$ cat src/rtl/i2c_line_conditioner_if.sv
// Signal bundle for the I2C line conditioner.
// master: the conditioner itself (takes raw pads, drives conditioned levels and strobes).
// slave : the consumer side (drives raw pads, observes conditioned outputs).
//   sda_in, scl_in        raw pad levels, asynchronous to clk
//   sda, scl              filtered line levels
//   scl_rise, scl_fall    1-cycle filtered SCL edge strobes
//   start_det, stop_det   1-cycle START / STOP strobes
//   bus_busy              high between START and STOP (or timeout)
//   timeout               1-cycle bus timeout strobe
interface i2c_line_conditioner_if;
  logic sda_in;
  logic scl_in;
  logic sda;
  logic scl;
  logic scl_rise;
  logic scl_fall;
  logic start_det;
  logic stop_det;
  logic bus_busy;
  logic timeout;

  modport master (
    input  sda_in, scl_in,
    output sda, scl, scl_rise, scl_fall, start_det, stop_det, bus_busy, timeout
  );

  modport slave (
    output sda_in, scl_in,
    input  sda, scl, scl_rise, scl_fall, start_det, stop_det, bus_busy, timeout
  );
endinterface

$ cat src/rtl/i2c_line_conditioner.sv
// I2C pad conditioner: synchronises raw SDA/SCL, glitch-filters each line, and produces
// SCL edge strobes, START/STOP strobes and a bus-busy flag for the master's bit-phase FSM.
// The filtered SDA is the level the data states shift into rx_reg.
// Optional feature (macro I2C_BUS_TIMEOUT_EN): SCL held low while busy for TIMEOUT_CYCLES
// cycles pulses timeout and returns the bus to idle. Without it, timeout is tied 0.
// Ports:
//   clk    system clock, all state on rising edge
//   rst_n  asynchronous active-low reset
//   bus    i2c_line_conditioner_if.master (pads in, conditioned levels/strobes out)
module i2c_line_conditioner #(
  parameter int unsigned SYNC_STAGES    = 2,  // >= 2
  parameter int unsigned FILTER_LEN     = 4   // 1..255
`ifdef I2C_BUS_TIMEOUT_EN
  ,
  parameter int unsigned TIMEOUT_CYCLES = 16'hFFFF
`endif
) (
  input logic                          clk,
  input logic                          rst_n,
  i2c_line_conditioner_if.master       bus
);

  localparam logic [7:0] FiltLast = 8'(FILTER_LEN - 1);

  typedef enum logic [0:0] {StIdle, StActive} bus_state_e;

  // Line index 0 = SDA, 1 = SCL.
  logic [SYNC_STAGES-1:0] sync_q [2];
  logic [7:0]             cnt_q  [2];
  logic [1:0]             filt_q;
  logic [1:0]             pad;
  logic [1:0]             synced;
  logic [1:0]             upd;
  logic                   rise_q, fall_q, start_q, stop_q;
  logic                   tmo_evt;
  bus_state_e             state_q;

  assign pad = {bus.scl_in, bus.sda_in};

  // upd marks the cycle in which a filtered line takes its new level.
  always_comb begin
    synced = '0;
    upd    = '0;
    for (int i = 0; i < 2; i++) begin
      synced[i] = sync_q[i][SYNC_STAGES-1];
      upd[i]    = (synced[i] != filt_q[i]) && (cnt_q[i] == FiltLast);
    end
  end

  always_ff @(posedge clk or negedge rst_n) begin
    if (!rst_n) begin
      for (int i = 0; i < 2; i++) begin
        sync_q[i] <= '1;
        cnt_q[i]  <= '0;
      end
      filt_q  <= 2'b11;
      rise_q  <= 1'b0;
      fall_q  <= 1'b0;
      start_q <= 1'b0;
      stop_q  <= 1'b0;
      state_q <= StIdle;
    end else begin
      for (int i = 0; i < 2; i++) begin
        sync_q[i] <= {sync_q[i][SYNC_STAGES-2:0], pad[i]};
        if (synced[i] == filt_q[i]) begin
          cnt_q[i] <= '0;
        end else if (upd[i]) begin
          filt_q[i] <= synced[i];
          cnt_q[i]  <= '0;
        end else begin
          cnt_q[i] <= cnt_q[i] + 8'd1;
        end
      end

      rise_q  <= upd[1] & ~filt_q[1];
      fall_q  <= upd[1] &  filt_q[1];
      // SDA edge with SCL high and stable; a simultaneous SCL change disqualifies it.
      start_q <= upd[0] &  filt_q[0] & filt_q[1] & ~upd[1];
      stop_q  <= upd[0] & ~filt_q[0] & filt_q[1] & ~upd[1];

      unique case (state_q)
        StIdle:   if (start_q) state_q <= StActive;
        StActive: if (!start_q && (stop_q || tmo_evt)) state_q <= StIdle;
        default:  state_q <= StIdle;
      endcase
    end
  end

`ifdef I2C_BUS_TIMEOUT_EN
  logic [15:0] tmo_ctr_q;
  logic        tmo_q;

  // Counts busy cycles with SCL low; the terminal count clears it, so it never wraps.
  always_ff @(posedge clk or negedge rst_n) begin
    if (!rst_n) begin
      tmo_ctr_q <= '0;
      tmo_q     <= 1'b0;
    end else if ((state_q != StActive) || filt_q[1]) begin
      tmo_ctr_q <= '0;
      tmo_q     <= 1'b0;
    end else if (tmo_ctr_q == 16'(TIMEOUT_CYCLES - 1)) begin
      tmo_ctr_q <= '0;
      tmo_q     <= 1'b1;
    end else begin
      tmo_ctr_q <= tmo_ctr_q + 16'd1;
      tmo_q     <= 1'b0;
    end
  end

  assign tmo_evt = tmo_q;
`else
  assign tmo_evt = 1'b0;
`endif

  assign bus.sda       = filt_q[0];
  assign bus.scl       = filt_q[1];
  assign bus.scl_rise  = rise_q;
  assign bus.scl_fall  = fall_q;
  assign bus.start_det = start_q;
  assign bus.stop_det  = stop_q;
  assign bus.bus_busy  = (state_q == StActive);
  assign bus.timeout   = tmo_evt;

endmodule
$ cat src/flat_wrapper.sv
// flat-port wrapper written by rule: the top's interface ports become plain ports
module i2c_line_conditioner_flat 
#(
  parameter int unsigned SYNC_STAGES    = 2,         
  parameter int unsigned FILTER_LEN     = 4            

)
  (clk, rst_n, bus_sda_in, bus_scl_in, bus_sda, bus_scl, bus_scl_rise, bus_scl_fall, bus_start_det, bus_stop_det, bus_bus_busy, bus_timeout);
  i2c_line_conditioner_if bus_i ();
  input logic clk;
  input logic rst_n;
  input wire logic [$bits(bus_i.sda_in)-1:0] bus_sda_in;
  input wire logic [$bits(bus_i.scl_in)-1:0] bus_scl_in;
  output wire logic [$bits(bus_i.sda)-1:0] bus_sda;
  output wire logic [$bits(bus_i.scl)-1:0] bus_scl;
  output wire logic [$bits(bus_i.scl_rise)-1:0] bus_scl_rise;
  output wire logic [$bits(bus_i.scl_fall)-1:0] bus_scl_fall;
  output wire logic [$bits(bus_i.start_det)-1:0] bus_start_det;
  output wire logic [$bits(bus_i.stop_det)-1:0] bus_stop_det;
  output wire logic [$bits(bus_i.bus_busy)-1:0] bus_bus_busy;
  output wire logic [$bits(bus_i.timeout)-1:0] bus_timeout;
  assign bus_i.sda_in = bus_sda_in;
  assign bus_i.scl_in = bus_scl_in;
  assign bus_sda = bus_i.sda;
  assign bus_scl = bus_i.scl;
  assign bus_scl_rise = bus_i.scl_rise;
  assign bus_scl_fall = bus_i.scl_fall;
  assign bus_start_det = bus_i.start_det;
  assign bus_stop_det = bus_i.stop_det;
  assign bus_bus_busy = bus_i.bus_busy;
  assign bus_timeout = bus_i.timeout;
  i2c_line_conditioner #(.SYNC_STAGES(SYNC_STAGES), .FILTER_LEN(FILTER_LEN)) u_core (.clk(clk), .rst_n(rst_n), .bus(bus_i));
endmodule
$ cat config.mk
export PLATFORM = sky130hd
export DESIGN_NAME = i2c_line_conditioner_flat
export DESIGN_NICKNAME = d
export VERILOG_FILES = /design/src/rtl/i2c_line_conditioner_if.sv /design/src/rtl/i2c_line_conditioner.sv /design/src/flat_wrapper.sv
export SDC_FILE = /design/constraint.sdc
export NUM_CORES = 1
export LEC_CHECK = 0
export ABC_AREA = 1
export BUFFER_PORTS_ARGS = -buffer_cell sky130_fd_sc_hd__buf_4
export CORE_MARGIN = 2
export CORE_UTILIZATION = 51
export DETAILED_ROUTE_END_ITERATION = 16
export GPL_TIMING_DRIVEN = 0
export PLACE_DENSITY = 0.81
export SLEW_MARGIN = 10
export SYNTH_ARGS = -nofsm -noshare
export SYNTH_HDL_FRONTEND = slang
export SYNTH_SLANG_ARGS = --single-unit
export TNS_END_PERCENT = 50
$ cat constraint.sdc
create_clock -name clk -period 1.1 [get_ports clk]
set_clock_uncertainty 0.1 [all_clocks]
set_input_delay 0.22 -clock clk [delete_from_list [all_inputs] [get_ports clk]]
set_output_delay 0.22 -clock clk [all_outputs]
set_load 0.01 [all_outputs]
==> flow_metrics.env, run 1 <==
export IMPL_status="finished with violations"
export IMPL_violations="negative setup slack"
export IMPL_cpLargestDelayFamily="flip-flops"
export IMPL_reg2reg_to="u_core.bus.start_det"
export IMPL_reg2regPathDepth=6
export IMPL_grt_pass1_vias=883
export IMPL_start_kind="register"
export IMPL_max_stage_delay_ps=580
export IMPL_antenna_cells=0
export IMPL_insertion_delay_ps=330
export IMPL_hold_viol_final=0
export IMPL_routedWlPerCell_um=12.9
export IMPL_dieArea_mm2=0.00278
export IMPL_r2r_start="u_core.filt_q[1]"
export IMPL_crit_buf_inv=1
export IMPL_crit_path_max_fanout=3
export IMPL_worst_r2r_setup_slack_ps=-190
export IMPL_rsz0062_at_grt="yes"
export IMPL_async_flop_share_pct=100
export IMPL_vdd_ir_drop_max_uv=2090
export IMPL_syn_area_mm2=0.00121
export IMPL_setup_violations=29
export IMPL_die_y_um=52.7
export IMPL_io_pins=12
export IMPL_cts_num_sinks=27
export IMPL_antenna_left=0
export IMPL_die_x_um=52.7
export IMPL_timing_final_crit_share_pct=121
export IMPL_drt_iter0_markers=16
export IMPL_cp_slowest_cell="dfstp_2"
export IMPL_arrival_ps=1020
export IMPL_place_hpwl_um=1500
export IMPL_holdWs_ps=244
export IMPL_hp_class="primary input to asynchronous set/reset pin"
export IMPL_fin_crit_ps=1340
export IMPL_report_power_total_uw=2690
export IMPL_synth_seq_area_share_pct=56.4
export IMPL_cts_tree="yes"
export IMPL_antenna_found_initial=0
export IMPL_synth_edf_count=0
export IMPL_worstPathRequired_ps=780
export IMPL_final_net_count=173
export IMPL_layout_drive_gt1_share_pct=32.5
export IMPL_cts_made_buffers=3
export IMPL_track_usage_pct=18.0
export IMPL_worstSetupPathType="register to primary output"
export IMPL_finalMaxSlewViolations=0
export IMPL_final_common_cell="nand2_1"
export IMPL_htreeDepth=1
export IMPL_power_density_mw_per_mm2=1710
export IMPL_rows=17
export IMPL_multi_input_area_um2=547
export IMPL_nFillCells=160
export IMPL_cp_end_kind="primary output"
export IMPL_synth_top_flop_cell="dfrtp_1"
export IMPL_synth_cell_types=16
export IMPL_cellLeakagePower_uw=0.000767
export IMPL_grt_pass1_wl_um=3560
export IMPL_syn_avg_cell_area_um2=8.41
export IMPL_vias=984
export IMPL_netlist_instances=144
export IMPL_mostFrequentLayoutCells="nand2_1, inv_1, dfrtp_1"
export IMPL_path_clk_slew_ps=150
export IMPL_routed_via_density=5.07
export IMPL_firstDrtPassIters=4
export IMPL_start_util_pct=54.2
export IMPL_cts_path_max_buffers=2
export IMPL_grt_max_degree=28
export IMPL_ys_warn_count=0
export IMPL_seqCellArea_um2=684
export IMPL_io_buffers=10
export IMPL_drv_cap=0
export IMPL_finalWorstSetupSlack_ps=-236
export IMPL_drc=0
export IMPL_cts_root_buffer="clkbuf_4"
export IMPL_path_cells="buf_6"
export IMPL_drt_wl_total_um=2510
export IMPL_core_area_mm2=0.00223
export IMPL_overflow=0
export IMPL_syn_nets=150
export IMPL_ys_seq_elements=27
export IMPL_gp_congestion=0.750
export IMPL_fmax_mhz=748
export IMPL_area_delta_synth_final_pct=29.4
==> synth_stat cells (2+ instances only) <==
cell type | number | area [um^2]
dfrtp_1 | 21 | 526
dfstp_2 | 6 | 158
ha_1 | 2 | 25.0
inv_1 | 24 | 90.1
nand2_1 | 36 | 135
nand3_1 | 12 | 60.1
nand4_1 | 3 | 18.8
nor2_1 | 26 | 97.6
o21ai_0 | 3 | 15.0
o21bai_1 | 2 | 15.0
xnor2_1 | 2 | 17.5
xor2_1 | 3 | 26.3
==> through the flow <==
| stage | TNS [ps] | setup slack [ps] | instance area, um^2 | util [%] | cells |
|---|---|---|---|---|---|
| after floorplan | -527 | -42.9 | 1230 | - | 144 |
| after global placement | -1350 | -99.0 | 1340 | 60.0 | 182 |
| after detailed placement | -2100 | -137 | 1340 | 60.0 | 182 |
| after CTS | -3660 | -242 | 1480 | 66.3 | 193 |
| after global routing | -5670 | -280 | 1570 | 70.2 | 194 |
| final | -4100 | -236 | 1570 | 70.2 | 194 |
==> metal layers <==
metal  GRT usage (%)  vias up  wire length, um
met3            6.00        5               99
met1            20.6      474             1000
met4            5.98        0               21
met2            31.3       26             1390
li1                -      479                -
met5               0        -                0
==> layout make-up <==
class	instances	share of cell area (%)
Tap cell	28	2.23
Timing Repair Buffer	18	11.0
Clock buffer	4	1.68
Multi-Input combinational cell	92	34.9
Buffer	1	0.479
Inverter	24	6.07
Sequential cell	27	43.7
==> power by group <==
part | total [uW] | internal [uW] | switching [uW]
Combinational | 947 | 447 | 500
Sequential | 1300 | 1160 | 142
Clock | 438 | 143 | 295
==> kinds of logic after synthesis <==
| kind of cell | Yosys count | share of synthesized area (%) |
|---|---|---|
| flops | 27 | 56.4 |
| buf+inv | 25 | 8.06 |
| simple gates | 78 | 26.7 |
| xor+xnor | 5 | 3.62 |
| compound gates | 6 | 2.89 |
| other cells | 1 | 0.310 |
| fa+ha+maj | 2 | 2.07 |
==> how the worst max path moves through the flow <==
stage          depth (start not counted)  slack, ps             start               to
6_report                               1       -240  u_core.filt_q[1]          bus_scl
5_1_grt                                1       -280  u_core.filt_q[1]          bus_scl
4_1_cts                                1       -240  u_core.filt_q[1]          bus_scl
3_5_place_dp                           6       -140   u_core.cnt_q[0]  u_core.cnt_q[2]
3_3_place_gp                           6       -100   u_core.cnt_q[0]  u_core.cnt_q[0]
2_1_floorplan                          6        -40  u_core.filt_q[1]  u_core.cnt_q[0]
==> flip-flops by register name, indices dropped and copies added, names as in the netlist <==
signal and count:
u_core.cnt_q 16, u_core.sync_q 4, u_core.filt_q 2, u_core.bus.bus_busy 1, u_core.bus.scl_fall 1, u_core.bus.scl_rise 1
u_core.bus.start_det 1, u_core.bus.stop_det 1
==> repair_timing <==
item	CTS	global route
hold endpoints to repair	29	0
gates resized for setup	18	24
hold buffers	3	0
pin swaps	9	4
setup buffers	4	1
setup endpoints to repair	29	29
Note: power is estimated with default switching activity, not from simulation.
==> run 2, diff against run 1 <==
--- a/config.mk
+++ b/config.mk
@@ -8,4 +8,5 @@
 export ABC_AREA = 1
 export BUFFER_PORTS_ARGS = -buffer_cell sky130_fd_sc_hd__buf_4
+export CORE_ASPECT_RATIO = 1.5
 export CORE_MARGIN = 2
 export CORE_UTILIZATION = 51
==> constraint.sdc (replaced) <==
create_clock -name clk -period 1.1 [get_ports clk]
set_clock_uncertainty 0.1 [all_clocks]
set_input_delay 0.055 -clock clk [delete_from_list [all_inputs] [get_ports clk]]
set_output_delay 0.055 -clock clk [all_outputs]
set_load 0.01 [all_outputs]
==> flow_metrics.env, run 2 (synthesis gave the netlist of run 1 again) <==
export IMPL_drt_wl_total_um=2250
export IMPL_place_hpwl_um=1420
export IMPL_worstPathRequired_ps=1220
export IMPL_vias=972
export IMPL_fmax_mhz=813
export IMPL_final_core_util_pct=71.5
export IMPL_regMostFlops="u_core.cnt_q"
export IMPL_routedWlPerCell_um=11.5
export IMPL_pwr_share_comb_pct=35.5
export IMPL_cellLeakagePower_uw=0.000793
export IMPL_max_stage_delay_ps=600
export IMPL_crit_path_max_fanout=4
export IMPL_power_frac_clock_pct=15.1
export IMPL_status="finished with violations"
export IMPL_track_usage_pct=17.0
export IMPL_cp_slowest_cell="dfstp_2"
export IMPL_antenna_found_initial=0
export IMPL_layout_drive_gt1_share_pct=41.3
export IMPL_grt_pass1_wl_um=3640
export IMPL_power_switching_uw=924
export IMPL_violations="negative setup slack"
export IMPL_path_cells="nand2_2, nand2_4, nand3_4, nand2_4, nor2_2"
export IMPL_setup_violations=24
export IMPL_cpMostUsedCell="nand2_4"
export IMPL_cts_made_buffers=3
export IMPL_finalMaxSlewViolations=0
export IMPL_dieArea_mm2=0.00279
export IMPL_hold_viol_final=0
export IMPL_finalWorstSetupSlack_ps=-130
export IMPL_rows=21
export IMPL_htreeDepth=1
export IMPL_final_net_count=179
export IMPL_start_util_pct=54.2
export IMPL_firstDrtPassIters=4
export IMPL_fin_crit_ps=1230
export IMPL_cp_end_kind="register"
export IMPL_largest_reg_flops=16
export IMPL_cts_num_sinks=27
export IMPL_path_clk_slew_ps=130
export IMPL_pwr_share_seq_pct=49.4
export IMPL_top_regs="u_core.cnt_q (16), u_core.sync_q (4), u_core.filt_q (2)"
export IMPL_swShare_pct=34.5
export IMPL_cts_path_max_buffers=2
export IMPL_core_area_mm2=0.00223
export IMPL_routed_via_density=4.98
export IMPL_insertion_delay_ps=310
export IMPL_io_buffers=10
export IMPL_area_delta_synth_final_pct=31.8
export IMPL_gp_congestion=0.842
export IMPL_rsz0062_at_grt="yes"
export IMPL_hp_class="primary input to asynchronous set/reset pin"
export IMPL_overflow=0
export IMPL_power_density_mw_per_mm2=1680
export IMPL_drt_iter0_markers=14
export IMPL_cts_tree="yes"
export IMPL_grt_pass1_vias=976
export IMPL_drc=0
export IMPL_final_common_cell="nand2_1"
export IMPL_cts_root_buffer="clkbuf_4"
export IMPL_start_kind="register"
export IMPL_worstSetupPathType="register to register"
export IMPL_die_x_um=43.8
export IMPL_placed_area_mm2=0.00133
export IMPL_antenna_left=0
export IMPL_design_area_mm2=0.00160
export IMPL_report_power_total_uw=2680
export IMPL_antenna_cells=0
export IMPL_io_pins=12
export IMPL_arrival_ps=1350
export IMPL_mostFrequentLayoutCells="nand2_1, buf_4, dfrtp_1"
export IMPL_die_y_um=63.7
export IMPL_grt_max_degree=28
export IMPL_drv_cap=0
export IMPL_timing_final_crit_share_pct=112
export IMPL_p_int_uw=1750
export IMPL_vdd_ir_drop_max_uv=1380
-- run 2: cell type report --
| cell class | count | area, um^2 |
|---|---|---|
| buffer | 1 | 7.51 |
| clock buffer | 3 | 22.5 |
| clock inverter | 1 | 5.00 |
| fill | 154 | 637 |
| inverter | 24 | 90.1 |
| multi-input combinational | 92 | 568 |
| sequential | 27 | 683 |
| tap | 23 | 28.8 |
| timing repair buffer | 24 | 191 |
-- run 2: power groups by stage --
stage	Clock, uW	Combinational, uW	Sequential, uW
6_report	405	950	1320
5_1_grt	443	1060	1340
3_5_place_dp	0	560	1300
2_1_floorplan	0	346	1310
3_3_place_gp	0	546	1280
4_1_cts	423	736	1280
-- run 2: per-stage QoR --
step                hold WS [ps]  setup slack (ps)  cells  setup TNS, ps
finish                      75.8              -130    195          -1670
global route                 103              -197    195          -3350
CTS                         72.3              -122    192          -1680
detailed placement          -120              -141    177          -1960
global placement            -120              -120    177          -1500
floorplan                   -341             -42.9    144           -527
-- run 2: worst max-delay path: cells and delay by family (launching register included) --
family,cells,cell delay [ps]
DFF,1,600
and+or+nand+nor,5,430
-- run 2: timing repair --
| action | CTS | global route |
|---|---|---|
| gates resized for setup | 16 | 27 |
| pin swaps | 18 | 9 |
| hold endpoints to repair | 29 | 0 |
| setup endpoints to repair | 24 | 24 |
| setup buffers | 8 | 3 |
| hold buffers | 3 | 0 |
-- run 2: routing by layer --
layer	wire, um	track usage (%)	up-vias
li1	-	-	489
met1	865	16.8	460
met2	1290	32.5	19
met3	57	2.01	4
met4	34	7.95	0
met5	0	0	-
-- run 2: final timing paths --
path	startpoint	endpoint	slack, ps	depth (start not counted)
setup / recovery	u_core.filt_q[1]	u_core.cnt_q[2]	-130	5
hold reg to reg	u_core.sync_q[2]	u_core.sync_q[3]	270	0
hold / removal	rst_n	u_core.bus.start_det	80	2
min in group clk	u_core.sync_q[2]	u_core.sync_q[3]	270	0
max in group asynchronous	rst_n	u_core.sync_q[1]	530	2
setup reg to reg	u_core.filt_q[1]	u_core.cnt_q[2]	-130	5
